$ cat config.mk
export PLATFORM = sky130hd
export DESIGN_NAME = tone_sequencer
export DESIGN_NICKNAME = d
export VERILOG_FILES = /design/src/rtl/tone_pkg.sv /design/src/rtl/melody_rom.sv /design/src/rtl/tone_sequencer_chk.sv /design/src/rtl/tone_sequencer.sv
export SDC_FILE = /design/constraint.sdc
export NUM_CORES = 1
export LEC_CHECK = 0
export ABC_AREA = 0
export BUFFER_PORTS_ARGS = -buffer_cell sky130_fd_sc_hd__clkbuf_2
export CORE_UTILIZATION = 49
export CTS_BUF_LIST = sky130_fd_sc_hd__clkbuf_16
export CTS_CLUSTER_DIAMETER = 50
export CTS_CLUSTER_SIZE = 16
export DETAILED_ROUTE_END_ITERATION = 12
export PLACE_DENSITY = 0.68
export SLEW_MARGIN = 40
export SYNTH_ARGS = -nofsm -noshare
export SYNTH_HDL_FRONTEND = slang
export SYNTH_SLANG_ARGS = --single-unit
$ cat constraint.sdc
create_clock -name clk -period 20.3 [get_ports clk]
set_input_delay 2.03 -clock clk [delete_from_list [all_inputs] [get_ports clk]]
set_output_delay 2.03 -clock clk [all_outputs]
set_load 0.005 [all_outputs]
$ cat src/rtl/tone_pkg.sv
// -----------------------------------------------------------------------------
// tone_pkg
// Shared types and constants for the tone sequencer: the FSM state encoding,
// the melody ROM entry layout and the default song image.
// -----------------------------------------------------------------------------
package tone_pkg;

    // Sequencer states
    typedef enum logic [1:0] {
        IDLE = 2'd0,
        NOTE = 2'd1,
        GAP  = 2'd2,
        SFX  = 2'd3
    } state_t;

    localparam int DIV_W            = 27;
    localparam int BEATS_W          = 4;
    localparam int CNT_W            = 32;
    localparam int ENTRY_W          = 2 * DIV_W + BEATS_W;
    localparam int BEATS_OFF        = 0;
    localparam int RIGHT_OFF        = BEATS_OFF + BEATS_W;
    localparam int LEFT_OFF         = RIGHT_OFF + DIV_W;
    localparam int DEFAULT_SONG_LEN = 32;

    localparam logic [BEATS_W-1:0] END_MARKER = 4'd0;

    // ROM entry: {left_div, right_div, beats}, beats == END_MARKER ends the song
    typedef struct packed {
        logic [DIV_W-1:0]   left_div;
        logic [DIV_W-1:0]   right_div;
        logic [BEATS_W-1:0] beats;
    } rom_entry_t;

    function automatic rom_entry_t make_entry(input int unsigned l,
                                              input int unsigned r,
                                              input int unsigned b);
        rom_entry_t e;
        e.left_div  = DIV_W'(l);
        e.right_div = DIV_W'(r);
        e.beats     = BEATS_W'(b);
        return e;
    endfunction

    // Short C-major phrase, right channel an octave below; unused slots are end markers
    function automatic logic [DEFAULT_SONG_LEN*ENTRY_W-1:0] default_song();
        logic [DEFAULT_SONG_LEN*ENTRY_W-1:0] s;
        s = '0;
        s[0*ENTRY_W +: ENTRY_W] = make_entry(32'd191113, 32'd382226, 32'd2);
        s[1*ENTRY_W +: ENTRY_W] = make_entry(32'd151745, 32'd303490, 32'd2);
        s[2*ENTRY_W +: ENTRY_W] = make_entry(32'd127551, 32'd255102, 32'd2);
        s[3*ENTRY_W +: ENTRY_W] = make_entry(32'd95511,  32'd191113, 32'd4);
        s[4*ENTRY_W +: ENTRY_W] = make_entry(32'd127551, 32'd255102, 32'd1);
        s[5*ENTRY_W +: ENTRY_W] = make_entry(32'd151745, 32'd303490, 32'd1);
        s[6*ENTRY_W +: ENTRY_W] = make_entry(32'd191113, 32'd382226, 32'd4);
        return s;
    endfunction

    localparam logic [DEFAULT_SONG_LEN*ENTRY_W-1:0] DEFAULT_SONG = default_song();

endpackage

$ cat src/rtl/melody_rom.sv
// -----------------------------------------------------------------------------
// melody_rom
// Combinational song store with two read ports.
//   i_idx      : full-entry read index
//   o_entry    : {left_div, right_div, beats} at i_idx
//   i_peek_idx : look-ahead index
//   o_peek_beats : beats field at i_peek_idx (end-of-song detection)
// Out-of-range indices read as an end marker.
// -----------------------------------------------------------------------------
module melody_rom
    import tone_pkg::*;
#(
    parameter int unsigned                        SONG_LEN = DEFAULT_SONG_LEN,
    parameter int                                 IDX_W    = $clog2(SONG_LEN),
    parameter logic [SONG_LEN*ENTRY_W-1:0]        ROM_INIT = DEFAULT_SONG
) (
    input  logic [IDX_W-1:0]   i_idx,
    output rom_entry_t         o_entry,
    input  logic [IDX_W-1:0]   i_peek_idx,
    output logic [BEATS_W-1:0] o_peek_beats
);

    rom_entry_t w_peek_entry;

    // Full-entry read port
    always_comb begin
        o_entry = '0;
        if (32'(i_idx) < SONG_LEN) begin
            o_entry = ROM_INIT[32'(i_idx)*ENTRY_W +: ENTRY_W];
        end else begin
            o_entry = '0;
        end
    end

    // Look-ahead read port, beats only
    always_comb begin
        w_peek_entry = '0;
        if (32'(i_peek_idx) < SONG_LEN) begin
            w_peek_entry = ROM_INIT[32'(i_peek_idx)*ENTRY_W +: ENTRY_W];
        end else begin
            w_peek_entry = '0;
        end
    end

    assign o_peek_beats = w_peek_entry.beats;

endmodule

$ cat src/rtl/tone_sequencer_chk.sv
// -----------------------------------------------------------------------------
// tone_sequencer_chk
// Simulation checker: every note entered must be longer than the articulation
// gap, otherwise the note phase would have zero or negative length.
//   i_enter_note : sequencer will be in NOTE next cycle
//   i_full_len   : beats * BEAT_CYCLES of that note
// -----------------------------------------------------------------------------
module tone_sequencer_chk #(
    parameter int unsigned GAP_CYCLES = 32'd2_500_000
) (
    input logic        clk,
    input logic        rst,
    input logic        i_enter_note,
    input logic [31:0] i_full_len
);

    // Note length must exceed the gap
    a_note_len: assert property (@(posedge clk) disable iff (!rst)
        i_enter_note |-> (i_full_len > GAP_CYCLES));

endmodule

$ cat src/rtl/tone_sequencer.sv
// -----------------------------------------------------------------------------
// tone_sequencer
// Plays a stored two-channel melody into the stereo buzzer at a fixed tempo,
// with a pre-empting one-shot sound effect and a mute flag.
//   clk, rst (async, active low)
//   start, stop, sfx_req : single-cycle command pulses (stop > sfx_req > start)
//   loop_en              : wrap to entry 0 at song end
//   right_div, left_div  : buzzer dividers
//   mute                 : silence buzzer
//   busy                 : not idle
//   done, sfx_ack        : one-cycle completion pulses
//   note_idx             : current ROM index
// All outputs are registered; next-state and next-output values are computed
// together so a command sampled in cycle N is visible in cycle N+1.
// -----------------------------------------------------------------------------
module tone_sequencer
    import tone_pkg::*;
#(
    parameter int unsigned                 BEAT_CYCLES = 32'd25_000_000,
    parameter int unsigned                 GAP_CYCLES  = 32'd2_500_000,
    parameter int unsigned                 SFX_CYCLES  = 32'd10_000_000,
    parameter logic [DIV_W-1:0]            SFX_DIV     = 27'd50_000,
    parameter int unsigned                 SONG_LEN    = DEFAULT_SONG_LEN,
    parameter int                          IDX_W       = $clog2(SONG_LEN),
    parameter logic [SONG_LEN*ENTRY_W-1:0] ROM_INIT    = DEFAULT_SONG
) (
    input  logic             clk,
    input  logic             rst,
    input  logic             start,
    input  logic             stop,
    input  logic             loop_en,
    input  logic             sfx_req,
    output logic [DIV_W-1:0] right_div,
    output logic [DIV_W-1:0] left_div,
    output logic             mute,
    output logic             busy,
    output logic             done,
    output logic             sfx_ack,
    output logic [IDX_W-1:0] note_idx
);

    localparam logic [CNT_W-1:0] GAP_LAST  = 32'(GAP_CYCLES - 32'd1);
    localparam logic [CNT_W-1:0] SFX_LAST  = 32'(SFX_CYCLES - 32'd1);
    localparam logic [IDX_W-1:0] IDX_LAST  = IDX_W'(SONG_LEN - 32'd1);
    localparam logic [IDX_W-1:0] IDX_ZERO  = '0;

    state_t           r_state;
    logic [CNT_W-1:0] r_cnt;
    logic [CNT_W-1:0] r_note_len;
    logic [IDX_W-1:0] r_note_idx;
    logic             r_resume;
    logic [DIV_W-1:0] r_right_div;
    logic [DIV_W-1:0] r_left_div;
    logic             r_mute;
    logic             r_busy;
    logic             r_done;
    logic             r_sfx_ack;

    state_t           w_nxt_state;
    logic [CNT_W-1:0] w_nxt_cnt;
    logic [CNT_W-1:0] w_nxt_note_len;
    logic [IDX_W-1:0] w_nxt_idx;
    logic             w_nxt_resume;
    logic [DIV_W-1:0] w_nxt_right;
    logic [DIV_W-1:0] w_nxt_left;
    logic             w_nxt_mute;
    logic             w_nxt_done;
    logic             w_nxt_ack;
    logic [IDX_W-1:0] w_idx_inc;
    logic             w_at_end;
    rom_entry_t       w_rd_entry;
    logic [BEATS_W-1:0] w_peek_beats;
    logic [CNT_W-1:0] w_full_len;

    melody_rom #(
        .SONG_LEN (SONG_LEN),
        .IDX_W    (IDX_W),
        .ROM_INIT (ROM_INIT)
    ) u_rom (
        .i_idx        (w_nxt_idx),
        .o_entry      (w_rd_entry),
        .i_peek_idx   (w_idx_inc),
        .o_peek_beats (w_peek_beats)
    );

    // Index never runs past the last ROM slot; wrap happens only via the loop rule
    assign w_idx_inc  = (r_note_idx == IDX_LAST) ? r_note_idx : (r_note_idx + 1'b1);
    assign w_at_end   = (r_note_idx == IDX_LAST) || (w_peek_beats == END_MARKER);
    assign w_full_len = 32'(w_rd_entry.beats) * 32'(BEAT_CYCLES);

    // Next-state, index, counter and pulse logic
    always_comb begin
        w_nxt_state  = r_state;
        w_nxt_idx    = r_note_idx;
        w_nxt_cnt    = r_cnt + 32'd1;
        w_nxt_resume = r_resume;
        w_nxt_done   = 1'b0;
        w_nxt_ack    = 1'b0;
        if (stop) begin
            w_nxt_state  = IDLE;
            w_nxt_idx    = IDX_ZERO;
            w_nxt_cnt    = 32'd0;
            w_nxt_resume = 1'b0;
        end else begin
            case (r_state)
                IDLE: begin
                    w_nxt_cnt = 32'd0;
                    if (sfx_req) begin
                        // start alongside sfx_req queues a fresh playback after the effect
                        w_nxt_state  = SFX;
                        w_nxt_resume = start;
                        w_nxt_idx    = start ? IDX_ZERO : r_note_idx;
                    end else if (start) begin
                        w_nxt_state = NOTE;
                        w_nxt_idx   = IDX_ZERO;
                    end else begin
                        w_nxt_state = IDLE;
                    end
                end
                NOTE, GAP: begin
                    if (sfx_req) begin
                        w_nxt_state  = SFX;
                        w_nxt_cnt    = 32'd0;
                        w_nxt_resume = 1'b1;
                        w_nxt_idx    = start ? IDX_ZERO : r_note_idx;
                    end else if (start) begin
                        w_nxt_state = NOTE;
                        w_nxt_idx   = IDX_ZERO;
                        w_nxt_cnt   = 32'd0;
                    end else if (r_state == NOTE) begin
                        if (r_cnt == (r_note_len - 32'd1)) begin
                            w_nxt_state = GAP;
                            w_nxt_cnt   = 32'd0;
                        end else begin
                            w_nxt_state = NOTE;
                        end
                    end else if (r_cnt == GAP_LAST) begin
                        w_nxt_cnt = 32'd0;
                        if (!w_at_end) begin
                            w_nxt_state = NOTE;
                            w_nxt_idx   = w_idx_inc;
                        end else if (loop_en) begin
                            w_nxt_state = NOTE;
                            w_nxt_idx   = IDX_ZERO;
                        end else begin
                            w_nxt_state = IDLE;
                            w_nxt_idx   = IDX_ZERO;
                            w_nxt_done  = 1'b1;
                        end
                    end else begin
                        w_nxt_state = GAP;
                    end
                end
                SFX: begin
                    // start and sfx_req are ignored while the effect plays
                    if (r_cnt == SFX_LAST) begin
                        w_nxt_cnt    = 32'd0;
                        w_nxt_ack    = 1'b1;
                        w_nxt_resume = 1'b0;
                        w_nxt_state  = r_resume ? NOTE : IDLE;
                    end else begin
                        w_nxt_state = SFX;
                    end
                end
                default: begin
                    w_nxt_state  = IDLE;
                    w_nxt_idx    = IDX_ZERO;
                    w_nxt_cnt    = 32'd0;
                    w_nxt_resume = 1'b0;
                end
            endcase
        end
    end

    // Output values for the state being entered
    always_comb begin
        w_nxt_right    = '0;
        w_nxt_left     = '0;
        w_nxt_mute     = 1'b1;
        w_nxt_note_len = r_note_len;
        case (w_nxt_state)
            IDLE: begin
                w_nxt_mute = 1'b1;
            end
            NOTE: begin
                w_nxt_right    = w_rd_entry.right_div;
                w_nxt_left     = w_rd_entry.left_div;
                w_nxt_mute     = 1'b0;
                w_nxt_note_len = w_full_len - 32'(GAP_CYCLES);
            end
            GAP: begin
                w_nxt_right = r_right_div;
                w_nxt_left  = r_left_div;
                w_nxt_mute  = 1'b1;
            end
            SFX: begin
                w_nxt_right = SFX_DIV;
                w_nxt_left  = SFX_DIV;
                w_nxt_mute  = 1'b0;
            end
            default: begin
                w_nxt_mute = 1'b1;
            end
        endcase
    end

    // State, counter and registered outputs
    always_ff @(posedge clk or negedge rst) begin
        if (!rst) begin
            r_state     <= IDLE;
            r_cnt       <= 32'd0;
            r_note_len  <= 32'd0;
            r_note_idx  <= IDX_ZERO;
            r_resume    <= 1'b0;
            r_right_div <= '0;
            r_left_div  <= '0;
            r_mute      <= 1'b1;
            r_busy      <= 1'b0;
            r_done      <= 1'b0;
            r_sfx_ack   <= 1'b0;
        end else begin
            r_state     <= w_nxt_state;
            r_cnt       <= w_nxt_cnt;
            r_note_len  <= w_nxt_note_len;
            r_note_idx  <= w_nxt_idx;
            r_resume    <= w_nxt_resume;
            r_right_div <= w_nxt_right;
            r_left_div  <= w_nxt_left;
            r_mute      <= w_nxt_mute;
            r_busy      <= (w_nxt_state != IDLE);
            r_done      <= w_nxt_done;
            r_sfx_ack   <= w_nxt_ack;
        end
    end

    assign right_div = r_right_div;
    assign left_div  = r_left_div;
    assign mute      = r_mute;
    assign busy      = r_busy;
    assign done      = r_done;
    assign sfx_ack   = r_sfx_ack;
    assign note_idx  = r_note_idx;

    tone_sequencer_chk #(
        .GAP_CYCLES (GAP_CYCLES)
    ) u_chk (
        .clk          (clk),
        .rst          (rst),
        .i_enter_note (w_nxt_state == NOTE),
        .i_full_len   (w_full_len)
    );

endmodule

# ---- Word level (Yosys, flattened, before mapping)
# Index checks and enable logic that the tools add are counted.
# W data, S select, Z words.
dict set report totals {
  ff_bits 130
  inputBits 6
  out_inout_bits 63
  elab_cells 91
}
dict set report classes {
  n_addsub 4
  multipliers 3
  n_eq_ne 13
  n_shift 2
  muxes 49
  n_reduce_logical 9
}
# op count
set op_table {}
lappend op_table {{$shiftx A1856 B12 Y4 const A} 1}
lappend op_table {{$shiftx A1856 B12 Y58 const A} 1}
lappend op_table {{$mux W32} 7}
lappend op_table {{$pmux W27 S3} 2}
lappend op_table {{$pmux W32 S3} 1}
lappend op_table {{$mux W5} 8}
lappend op_table {{$add A32 B1 Y32 const B} 1}
lappend op_table {{$eq A32 B22 Y1 const B} 1}
lappend op_table {{$eq A32 B24 Y1 const B} 1}
lappend op_table {{$eq A32 B32 Y1} 1}
lappend op_table {{$sub A32 B1 Y32 const B} 1}
lappend op_table {{$sub A29 B22 Y30 const B} 1}
lappend op_table {{$mul A4 B19 Y23 const B} 1}
lappend op_table {{$mul A5 B5 Y10 const B} 2}
lappend op_table {{$mux W1} 19}
lappend op_table {{$mux W2} 8}
lappend op_table {{$pmux W5 S2} 1}
lappend op_table {{$ne A3 B3 Y1 const B} 3}
lappend op_table {{$eq A2 B2 Y1 const B} 4}
lappend op_table {{$pmux W2 S3} 1}
lappend op_table {{$reduce_or A2 Y1} 3}
lappend op_table {{$add A5 B1 Y5 const B} 1}
lappend op_table {{$eq A5 B5 Y1 const B} 1}
lappend op_table {{$eq A2 B1 Y1 const B} 2}
lappend op_table {{other kinds (7)} 8}

# ---- Depth between registers and ports, before layout
# Gate-level depths: netlist of the first run.
dict set report depth {
  depth_word 17
  depth_mapped 28
  depth_no_buf 27
}

# ---- By module
# A second synthesis of the first run with hierarchy kept.
dict set report unflattened {
  cells_unflattened 894
  area_unflattened_um2 8454.4
}
# mod n_inst cells_each area_each_um2 seq_area_each_um2
set by_module_without_submodules {}
lappend by_module_without_submodules {tone_sequencer 1 806 7813.7 3054.2}
lappend by_module_without_submodules {melody_rom 1 88 640.6 0.0}

# ---- Worst setup path after synthesis of the first run
# No wires, ideal clock.
dict set report synth_path {
  path_type {input port to flip-flop}
  from {input sfx_req}
  to {register r_note_len[27]}
  setup_ps 124
  arrival_time_ps 7520
  required_time_ps 20176
  path_slack_ps 12656
  path_stages 24
  n_path_buf 2
  cell_sequence {or4_1 > buf_2 > or4_1 > a21oi_1 > inv_1 > ha_1 > nand2_1 > o21ai_4 > ha_1 > inv_1 > ha_1 > ha_1 > inv_1 > fa_1 > clkbuf_1 > nand2b_1 > a21o_1 > a211oi_1 > o311ai_0 > o31a_1 > o21ai_0 > nand2_1 > a221o_1 > o31a_1}
}
dict set report synth_via {
  elab_chain_cells 7
  elab_cells_between_ends 12
  classes_between {add/sub: 1; mul: 2; eq/ne: 1; shift: 1; mux: 7}
}
# item line
set synth_lines {}
lappend synth_lines {{start, declared} tone_sequencer.sv:32} ;# input logic sfx_req,
lappend synth_lines {{$mux W5} tone_sequencer.sv:121} ;# if (sfx_req) begin
lappend synth_lines {{$pmux W5 S2} tone_sequencer.sv:105} ;# case (r_state)
lappend synth_lines {{$mux W5} tone_sequencer.sv:99} ;# if (stop) begin
lappend synth_lines {{via u_rom.i_idx[0]} melody_rom.sv:17} ;# input logic [IDX_W-1:0] i_idx,
lappend synth_lines {{$mul A5 B5 Y10} melody_rom.sv:29} ;# o_entry = ROM_INIT[32'(i_idx)*ENTRY_W +: ENTRY_W];
lappend synth_lines {{$shiftx A1856 B12 Y58} melody_rom.sv:29}
lappend synth_lines {{$mul A4 B19 Y23} tone_sequencer.sv:89} ;# assign w_full_len = 32'(w_rd_entry.beats) * 32'(BEAT_CYCLES);
lappend synth_lines {{$sub A29 B22 Y30} tone_sequencer.sv:189} ;# w_nxt_note_len = w_full_len - 32'(GAP_CYCLES);
lappend synth_lines {{end signal, assigned} tone_sequencer.sv:224} ;# r_note_len <= w_nxt_note_len;
lappend synth_lines {{end, declared} tone_sequencer.sv:49} ;# logic [CNT_W-1:0] r_note_len;
# The timed path passes the listed nets, and every way through them passes these cells.
# A chain may end at the register's enable or synchronous reset.

# ---- Final worst setup path of the first run
# Ends and elaborated chain as after synthesis.

==> results of run 1 <==
[routing by layer]
metal,vias up,wire (um),GRT usage
li1,2743,-,-
met1,2696,7460,0.310
met2,146,7570,0.369
met3,14,667,0.0388
met4,0,213,0.0641
met5,-,0,0
[placed cells by master, fill, tap and decap left out, types with 8 or more instances in the layout]
cell type | synthesis | final
inv_1 | 40 | 40
nor2_1 | 77 | 77
ha_1 | 31 | 31
nand4_1 | 16 | 16
xor2_1 | 33 | 33
clkbuf_16 | 0 | 9
nand3_1 | 27 | 27
nor3_1 | 20 | 20
o21ai_0 | 20 | 20
and3_1 | 13 | 13
dfrtp_1 | 85 | 85
conb_1 | 1 | 17
nor4_1 | 12 | 12
o21ai_1 | 13 | 12
nor2b_1 | 10 | 10
a21oi_1 | 40 | 40
a21o_1 | 8 | 8
xnor2_1 | 45 | 45
nand2b_1 | 9 | 9
clkbuf_2 | 0 | 50
or3_1 | 10 | 10
nand2_1 | 62 | 62
[registers in the layout, summed over array words and instances (netlist names), 2 cells and up]
| name | count |
|---|---|
| r_cnt | 32 |
| left_div | 4 |
| note_idx | 5 |
| right_div | 15 |
| r_note_len | 23 |
| r_state | 2 |
[per-stage QoR]
stage          hold WS [ns]  area (um2)  std cells
6_report              0.492        7130        972
5_1_grt               0.508        7130        972
4_1_cts               0.495        7120        971
3_5_place_dp          0.480        6790        955
3_3_place_gp          0.473        6780        955
2_1_floorplan         0.455        6750        800
[worst max-delay path, delay by kind of cell]
family                     cells  cell delay (ns)
AOI/OAI and AO/OA              8             2.54
and+or+nand+nor                6             1.92
adders and majority gates      5             1.54
buffers and inverters          4             0.45
[cell type report]
cell class	count	area, um2	share of cell area
Inverter	41	154	0.0216
Tap cell	176	220	0.0309
Multi-Input combinational cell	599	3990	0.559
Clock inverter	7	103	0.0144
Timing Repair Buffer	54	288	0.0403
Clock buffer	9	225	0.0316
Sequential cell	86	2150	0.302
[logic make-up after synthesis]
| logic type | after synthesis |
|---|---|
| xor+xnor | 78 |
| fa+ha+maj | 32 |
| buf+inv | 115 |
| compound gates | 163 |
| mux | 10 |
| simple gates | 299 |
| flops | 86 |
| other cells | 1 |
[synth_stat cells (19+ instances only)]
cell / instances
a21oi_1: 40
buf_2: 19
buf_4: 36
dfrtp_1: 85
ha_1: 31
inv_1: 40
nand2_1: 62
nand3_1: 27
nor2_1: 77
nor3_1: 20
o21ai_0: 20
xnor2_1: 45
xor2_1: 33
[power groups by stage]
stage               logic (W)  clock network [W]  registers (W)
floorplan            0.000134                  0       0.000220
global placement     0.000163                  0       0.000228
detailed placement   0.000165                  0       0.000229
CTS                  0.000166           0.000185       0.000226
global route         0.000186           0.000193       0.000230
finish               0.000167           0.000182       0.000226
[path summary, 6_finish.rpt]
kind / start / to / cells after the start
max: sfx_req / r_note_len[27] / 23
max in group asynchronous: rst / right_div[18] / 2
min: right_div[14] / right_div[14] / 2
min reg2reg: right_div[14] / right_div[14] / 2
max reg2reg: r_cnt[14] / r_note_len[27] / 24
min in group asynchronous: rst / r_cnt[29] / 1
==> qor.txt, run 1 <==
Flop pwr share -> 0.394
Power density cells -> 80.6 nW/um2
Gr usage total -> 0.227
Max-capacitance violation count -> 0
Worst path required time -> 20.53 ns
Drt first pass iters -> 4
Cell Area, Synth -> 6690 um2
Startpoint types -> input pin
Sinks on Clock Net -> 86
Crit path cell chain -> clkbuf_2 -> or4_1 -> or4_1 -> a21oi_1 -> inv_1 -> ha_1 -> nand2_1 -> o21ai_4 -> ha_1 -> inv_1 -> ha_1 -> ha_1 -> inv_1 -> fa_1 -> nand2b_1 -> a21oi_1 -> o21ai_0 -> o21ai_0 -> nor2_1 -> o21ai_0 -> nand2_1 -> a221o_1 -> o31a_1
Syn Inst Count -> 784
Number of global-route vias before repair -> 5192
CTS H-Tree Depth -> 3
Synth Area in Simple Gates -> 0.237
Final period util -> 0.408
Synth Area in Compound Gates -> 0.170
Combinational power share -> 0.290
Critical Path AT -> 8.51 ns
Setup Buffers After CTS -> 0
Routed WL -> 15.9 mm
Routed wire length per instance -> 16.4 um
Final net count -> 829
Switching power total -> 0.000202 W
Slowest CP cell -> or4_1
Post-Route Skew -> 0.0121 ns
Post-synth EDFFs -> 0
Height of the die -> 119 um
CTS tree -> done
Setup TNS -> 0 ns
Seq cells post-synth -> 86
Top-area cell type share of the netlist area -> 0.318
Clock Latency Late Sink -> 0.35 ns
Final-report hold violation count -> 0
Netlist cell types -> 86
Initial core utilization -> 0.503
Slowest stage delay, CP -> 0.67 ns
XOR/XNOR Fraction of Synth Area -> 0.102
Slew HR -> 0.454
Grt ovf -> 0
Top cells by area, synth -> dfrtp_1 32%, xnor2_1 5.9%, ha_1 5.8%
Largest net degree at the start of global routing -> 52
Status -> finished, final reports clean
Worst-Margin Slew -> 0.812 ns
Floorplan die width -> 119 um
Sw Share -> 0.351
Largest family of logic cells by synthesized area -> simple AND/OR/NAND/NOR gates
# rows -> 42
Slew Limit Fails -> 0
CORE AREA -> 13300 um2
Routed Antenna Nets -> 0
Die area -> 14100 um2
DP Worst Slack -> 11.71 ns
Global placement routability congestion -> 0.911
Initial antenna violation count -> 0
Num CTS Buffers -> 9
Overall power -> 0.000575 W
Port Buffers -> 51
Peak supply drop -> 42.7 uV
Drt initial violations -> 426
Clk slew on worst S/H paths -> 0.07 ns
Detailed placer's ending HPWL -> 12.1 mm
Sequential area share after synthesis -> 0.322
Crit end category -> register
Critical Path Most Common Cell -> ha_1
IO Count -> 69
Highest clock rate -> 121 MHz
Post-CTS resize count -> 0
R2R setup slack -> 12.75 ns
Vias per inst -> 5.76
Avg Synthesized Cell Area -> 8.53 um2
Dominant synthesized flop cell -> dfrtp_1
Post-synthesis adder-cell area fraction -> 0.0610
Max Buffers Root-to-Sink -> 2
N_diodes -> 0
Final Core Density -> 0.537
Setup-failing EPs final -> 0
Multiplexer share of the synthesized area -> 0.0155
Cell taking the most area after synthesis -> dfrtp_1
Leak -> 3.16 nW
Area delta synth->final -> 6.70%
RSZ-0062 raised after global routing -> false
Internal cell power -> 0.000373 W
First-pass GRT wire length -> 25.8 mm
Fill count -> 1224
Routed via count -> 5599
Post-route worst setup slack -> 12.02 ns
Layout cells sized above 1 -> 0.124
Final min period -> 8.28 ns
Hold Path Class -> register to register
Clk Tree Root Cell -> clkbuf_16
Synth warn -> 0
FFs w/ async S/R, synth -> 1.00
Clk network pwr share -> 0.316
Crit path kind -> input pin to register
Remaining DRCs -> 0
Cts hold-fix bufs -> 0
Crit-path max FO -> 9
Power figures use the tool's default switching activity.
==> run 2, diff against run 1 <==
--- a/config.mk
+++ b/config.mk
@@ -5,14 +5,14 @@
 export SDC_FILE = /design/constraint.sdc
 export NUM_CORES = 1
 export LEC_CHECK = 0
-export ABC_AREA = 0
+export ABC_AREA = 1
 export BUFFER_PORTS_ARGS = -buffer_cell sky130_fd_sc_hd__clkbuf_2
 export CORE_UTILIZATION = 49
 export CTS_BUF_LIST = sky130_fd_sc_hd__clkbuf_16
 export CTS_CLUSTER_DIAMETER = 50
 export CTS_CLUSTER_SIZE = 16
 export DETAILED_ROUTE_END_ITERATION = 12
-export PLACE_DENSITY = 0.68
+export PLACE_DENSITY = 0.71
 export SLEW_MARGIN = 40
 export SYNTH_ARGS = -nofsm -noshare
 export SYNTH_HDL_FRONTEND = slang
==> constraint.sdc (replaced) <==
create_clock -name clk -period 7.2 [get_ports clk]
set_input_delay 0.72 -clock clk [delete_from_list [all_inputs] [get_ports clk]]
set_output_delay 0.72 -clock clk [all_outputs]
set_load 0.005 [all_outputs]
==> run 2 against run 1 <==
Clock skew decreased by 0.0025 ns. Die area increased by 6.0%. Critical path type is now register to register. Combinational power increased to 9.1 times the previous value. Clock-buffer cell count unchanged. Highest routed layer unchanged. Sequential share of layout area decreased by 1.6 points. Global-route usage increased by 1.2 points. Cell area increased by 5.8%. Sequential power increased to 3.2 times the previous value.
==> qor.txt, run 2 <==
Status -> finished, final reports clean
Post-synth EDFFs -> 0 (unchanged)
Overall power -> 0.00271 W (+370%)
Cell taking the most area after synthesis -> dfrtp_1
Netlist cell types -> 50 (-42%)
Most frequent cells in the layout -> 289 x nand2_1, 136 x inv_1, 105 x nor2_1, 85 x dfrtp_1, 80 x nand3_1
Area delta synth->final -> 6.37%
Hold Path Class -> input pin to async pin
FFs w/ async S/R, synth -> 1.00 (unchanged)
Largest net degree at the start of global routing -> 64 (+23%)
Critical Path Most Common Cell -> nand2_1
R2R setup slack -> 1.44 ns (-11.31 ns)
Worst R2R End -> r_note_len[26]
Final min period -> 5.76 ns
Largest delay share family, worst path -> simple AND/OR/NAND/NOR gates
Dominant synthesized flop cell -> dfrtp_1
Cts hold-fix bufs -> 0 (unchanged)
Final period util -> 0.800
Top-area cell type share of the netlist area -> 0.300 (-0.0183)
Slowest CP cell -> dfrtp_1
Routed WL -> 17.2 mm (+8.1%)
Clk slew on worst S/H paths -> 0.07 ns (about the same)
Setup-failing EPs final -> 0 (unchanged)
Routed Antenna Nets -> 0 (unchanged)
Post-CTS resize count -> 0 (unchanged)
Sinks on Clock Net -> 86 (unchanged)
Height of the die -> 122 um (+3.0%)
Layout cells sized above 1 -> 0.126 (+0.00203)
Max-capacitance violation count -> 0 (unchanged)
Power density cells -> 359 nW/um2 (+350%)
Top cells by area, synth -> dfrtp_1 30%, nand2_1 15%, inv_1 7.2%
Gr usage total -> 0.239 (+0.0121)
Port Buffers -> 51 (unchanged)
Die area -> 15000 um2 (+6.0%)
Setup TNS -> 0 ns (unchanged)
RR Startpoint -> note_idx[1]
Avg Synthesized Cell Area -> 6.83 um2 (-20%)
Setup Buffers After CTS -> 0 (unchanged)
Worst path required time -> 7.45 ns (-13.08 ns)
CTS tree -> done
Post-placement cell area -> 7240 um2 (+6.6%)
Grt ovf -> 0 (unchanged)
Leak -> 3.92 nW (+24%)
Seq cells post-synth -> 86 (unchanged)
Crit path kind -> register to register
RSZ-0062 raised after global routing -> false
Biggest register -> r_cnt
Worst-Margin Slew -> 0.681 ns (-0.131 ns)
Clock Latency Late Sink -> 0.36 ns (about the same)
Slowest stage delay, CP -> 0.49 ns (-0.18 ns)
Crit-path max FO -> 7 (-2)
IO Count -> 69 (unchanged)
Num CTS Buffers -> 9 (unchanged)
Most numerous cell in the Yosys netlist -> nand2_1
R2R cell count -> 36 (+50%)
N_diodes -> 0 (unchanged)
Slew Limit Fails -> 0 (unchanged)
Post-Route Skew -> 0.00966 ns (-0.00246 ns)
Drt initial violations -> 458 (+7.5%)
Highest clock rate -> 174 MHz
Final Cell Area -> 7550 um2 (+5.8%)
Hold slack -> 0.248 ns (-0.243 ns)
Floorplan die width -> 122 um (+3.0%)
Drt first pass iters -> 6 (+2)
Slew HR -> 0.545 (+0.0913)
Top cells by count, synth -> 290 x nand2_1, 136 x inv_1, 105 x nor2_1, 85 x dfrtp_1, 80 x nand3_1
CORE AREA -> 14000 um2 (+5.2%)
CTS H-Tree Depth -> 3 (unchanged)
Syn Inst Count -> 1038 (+32%)
Max Buffers Root-to-Sink -> 2 (unchanged)
Largest register FFs -> 32 (unchanged)
Sequential area share after synthesis -> 0.304 (-0.0185)
Remaining DRCs -> 0 (unchanged)
Global placement routability congestion -> 0.905 (-0.74%)
Most common cell after layout, fill and taps aside -> nand2_1
Final-report hold violation count -> 0 (unchanged)
Synth warn -> 0 (unchanged)
Initial antenna violation count -> 0 (unchanged)
Cell Area, Synth -> 7090 um2 (+6.1%)
Initial core utilization -> 0.507 (+0.00424)
Routed wire length per instance -> 13.8 um (-16%)
Detailed placer's ending HPWL -> 13.3 mm (+9.8%)
Vias per inst -> 5.17 (-10%)
Peak supply drop -> 225 uV (+430%)
Routed via count -> 6446 (+15%)
Crit end category -> register
Final net count -> 1101 (+33%)
Startpoint types -> register
# rows -> 43 (+2.4%)
Number of global-route vias before repair -> 5960 (+15%)
CP Buf/Inv Count -> 5 (+1)
Clk Tree Root Cell -> clkbuf_16
Critical Path AT -> 6.01 ns (-2.50 ns)
First-pass GRT wire length -> 28.2 mm (+9.6%)
==> run 2: worst max-delay path by stage <==
stage           startpoint  cells after the start              to
2_1_floorplan      sfx_req                     32  r_note_len[27]
3_3_place_gp       sfx_req                     32  r_note_len[27]
3_5_place_dp       sfx_req                     32  r_note_len[27]
4_1_cts        note_idx[1]                     36  r_note_len[26]
5_1_grt        note_idx[1]                     36  r_note_len[27]
6_report       note_idx[1]                     36  r_note_len[26]
==> run 2: layout make-up <==
type | instances | area, um2
timing repair buffer | 52 | 269
inverter | 141 | 529
sequential | 86 | 2150
clock inverter | 7 | 76.3
clock buffer | 9 | 225
tap | 180 | 225
multi-input combinational | 773 | 4070
fill | 1402 | 6440
==> run 2: per-layer routing <==
metal  share of wire  track usage
met1            0.47        0.310
met2            0.46        0.396
met3           0.044       0.0344
met4           0.028        0.102
met5               0            0
==> run 2: report_power, final <==
group / leakage [nW] / internal [W] / switching (W)
Clock: 0.149 / 0.000247 / 0.000228
Sequential: 1.15 / 0.000589 / 0.000128
Combinational: 2.62 / 0.000506 / 0.00101
==> run 2: cell families after synthesis <==
logic type / share of synthesized area
flops: 0.304
xor+xnor: 0.0481
simple gates: 0.378
fa+ha+maj: 0.0575
buf+inv: 0.132
compound gates: 0.0808
other cells: 0.000529
==> run 2: metrics by stage <==
stage	std cells	utilization	setup WS, ns
6_report	1248	0.539	1.44
2_1_floorplan	1054	-	2.24
3_5_place_dp	1232	0.518	1.45
5_1_grt	1248	0.539	0.847
4_1_cts	1248	0.539	1.55
3_3_place_gp	1232	0.517	1.64
==> run 3, diff against run 2 <==
--- a/config.mk
+++ b/config.mk
@@ -12,7 +12,7 @@
 export CTS_CLUSTER_DIAMETER = 50
 export CTS_CLUSTER_SIZE = 16
 export DETAILED_ROUTE_END_ITERATION = 12
-export PLACE_DENSITY = 0.71
+export PLACE_DENSITY = 0.68
 export SLEW_MARGIN = 40
 export SYNTH_ARGS = -nofsm -noshare
 export SYNTH_HDL_FRONTEND = slang
==> constraint.sdc (replaced) <==
create_clock -name clk -period 5.95 [get_ports clk]
set_input_delay 0.595 -clock clk [delete_from_list [all_inputs] [get_ports clk]]
set_output_delay 0.595 -clock clk [all_outputs]
set_load 0.005 [all_outputs]
==> run 3 against run 2 <==
Utilization increased by 0.33 points. Largest power group unchanged. Combinational power increased by 23%. Highest routed layer unchanged. Flip-flop and latch count unchanged. Sequential share of layout area decreased by 0.17 points. Critical path depth decreased by 3.
==> qor.txt, run 3 (same netlist as run 2, synthesis figures left out) <==
Status -> finished, final reports clean
Power density cells -> 438 nW/um2 (+22%)
Most common cell after layout, fill and taps aside -> nand2_1
Area delta synth->final -> 7.02%
Final-report hold violation count -> 0 (unchanged)
Startpoint types -> register
Setup Buffers After CTS -> 0 (unchanged)
Clock Latency Late Sink -> 0.35 ns (about the same)
Crit path kind -> register to register
Highest clock rate -> 183 MHz (+5.2%)
CORE AREA -> 14000 um2 (unchanged)
Slew Limit Fails -> 0 (unchanged)
Crit-path max FO -> 7 (unchanged)
Final period util -> 0.920 (+0.120)
Initial antenna violation count -> 0 (unchanged)
Initial core utilization -> 0.507 (unchanged)
Slowest stage delay, CP -> 0.42 ns (-0.07 ns)
Routed via count -> 6444 (-0.031%)
Die area -> 15000 um2 (unchanged)
Critical Path Most Common Cell -> nand2_1
Clk Tree Root Cell -> clkbuf_16
Largest register FFs -> 32 (unchanged)
Sinks on Clock Net -> 86 (unchanged)
Num CTS Buffers -> 9 (unchanged)
Critical Path AT -> 5.71 ns (-0.30 ns)
Max-capacitance violation count -> 0 (unchanged)
CTS tree -> done
Global placement routability congestion -> 0.888 (-1.9%)
Crit end category -> register
Remaining DRCs -> 0 (unchanged)
Met3 wire length -> 767 um (+2.5%)
Worst-Margin Slew -> 0.704 ns (+0.0232 ns)
Height of the die -> 122 um (unchanged)
Worst path required time -> 6.19 ns (-1.26 ns)
Final Core Density -> 0.543 (+0.00331)
WL met2 -> 7.98 mm (+0.35%)
Routed wire length per instance -> 13.7 um (-0.29%)
Max Buffers Root-to-Sink -> 2 (unchanged)
Routed WL -> 17.2 mm (-0.13%)
Biggest register -> r_cnt
Slowest CP cell -> ha_1
Hold Path Class -> input pin to async pin
Post-Route M1 WL -> 8.13 mm (+1.4%)
Clk slew on worst S/H paths -> 0.07 ns (about the same)
Detailed placer's ending HPWL -> 13.3 mm (+0.41%)
# rows -> 43 (unchanged)
DR top layer -> met4
Number of global-route vias before repair -> 5926 (-0.57%)
Floorplan die width -> 122 um (unchanged)
Routed Antenna Nets -> 0 (unchanged)
Vias per inst -> 5.16 (-0.19%)
Drt initial violations -> 396 (-14%)
Setup TNS -> 0 ns (unchanged)
Port Buffers -> 51 (unchanged)
Final min period -> 5.48 ns (-0.284 ns)
RSZ-0062 raised after global routing -> false
Grt ovf -> 0 (unchanged)
Final net count -> 1103 (+0.18%)
CTS H-Tree Depth -> 3 (unchanged)
Setup-failing EPs final -> 0 (unchanged)
N_diodes -> 0 (unchanged)
Most frequent cells in the layout -> 288 x nand2_1, 135 x inv_1, 103 x nor2_1, 85 x dfrtp_1, 80 x nand3_1
Layout cells sized above 1 -> 0.136 (+0.0100)
First-pass GRT wire length -> 28.3 mm (about the same)
Cts hold-fix bufs -> 0 (unchanged)
Slew HR -> 0.530 (-0.0144)
Gr usage total -> 0.240 (+0.000247)
IO Count -> 69 (unchanged)
Post-CTS resize count -> 0 (unchanged)
Post-Route Skew -> 0.00877 ns (-0.000887 ns)
Peak supply drop -> 351 uV (+56%)
Largest net degree at the start of global routing -> 56 (-13%)
Drt first pass iters -> 5 (-1)
Leak -> 3.93 nW (+0.34%)
run 3: final cells by class:
type / instances / area, um2
fill: 1388 / 6400
clock buffer: 9 / 225
timing repair buffer: 54 / 280
multi-input combinational: 773 / 4100
sequential: 86 / 2150
tap: 180 / 225
inverter: 141 / 529
clock inverter: 7 / 77.6
run 3: power by group:
group,total (W),leakage (nW),internal [W],switching [W]
registers,0.000867,1.15,0.000713,0.000154
logic,0.00187,2.63,0.000628,0.00124
clock network,0.000591,0.153,0.000332,0.000259
run 3: path summary, 6_finish.rpt:
kind / start / endpoint / slack (ns) / depth (start not counted)
worst max-delay path: r_state[1] / r_note_len[28] / 0.47 / 33
worst min register to register: r_cnt[0] / r_cnt[0] / 0.47 / 1
worst max register to register: r_state[1] / r_note_len[28] / 0.47 / 33
min in group clk: r_cnt[0] / r_cnt[0] / 0.47 / 1
worst min-delay path: rst / r_cnt[16] / 0.17 / 1
max in group asynchronous: rst / r_note_len[30] / 4.72 / 2
run 3: metrics by stage:
stage / worst slack (ns) / power (W) / hold slack (ns) / std cells / instance area (um2)
finish: 0.475 / 0.00332 / 0.169 / 1250 / 7590
global route: 0.0302 / 0.00364 / 0.204 / 1250 / 7590
CTS: 0.206 / 0.00331 / 0.189 / 1250 / 7560
detailed placement: 0.242 / 0.00270 / 0.459 / 1234 / 7260
global placement: 0.399 / 0.00270 / 0.452 / 1234 / 7250
floorplan: 1.01 / 0.00234 / 0.299 / 1054 / 7150
run 3: per-layer routing:
layer,GRT usage,vias to the layer above
li1,-,3307
met1,0.316,2951
met2,0.400,164
met3,0.0460,22
met4,0.0625,0
met5,0,-
run 3: critical path: cells and delay by family, from the launching register on:
kind                     cells  cell delay [ns]
adder cells (fa/ha/maj)      4             1.21
buffers and inverters        3             0.29
XOR/XNOR                     1             0.31
AND/OR/NAND/NOR             23             2.98
flip-flops                   1             0.38
AO/OA/AOI/OAI                2             0.19
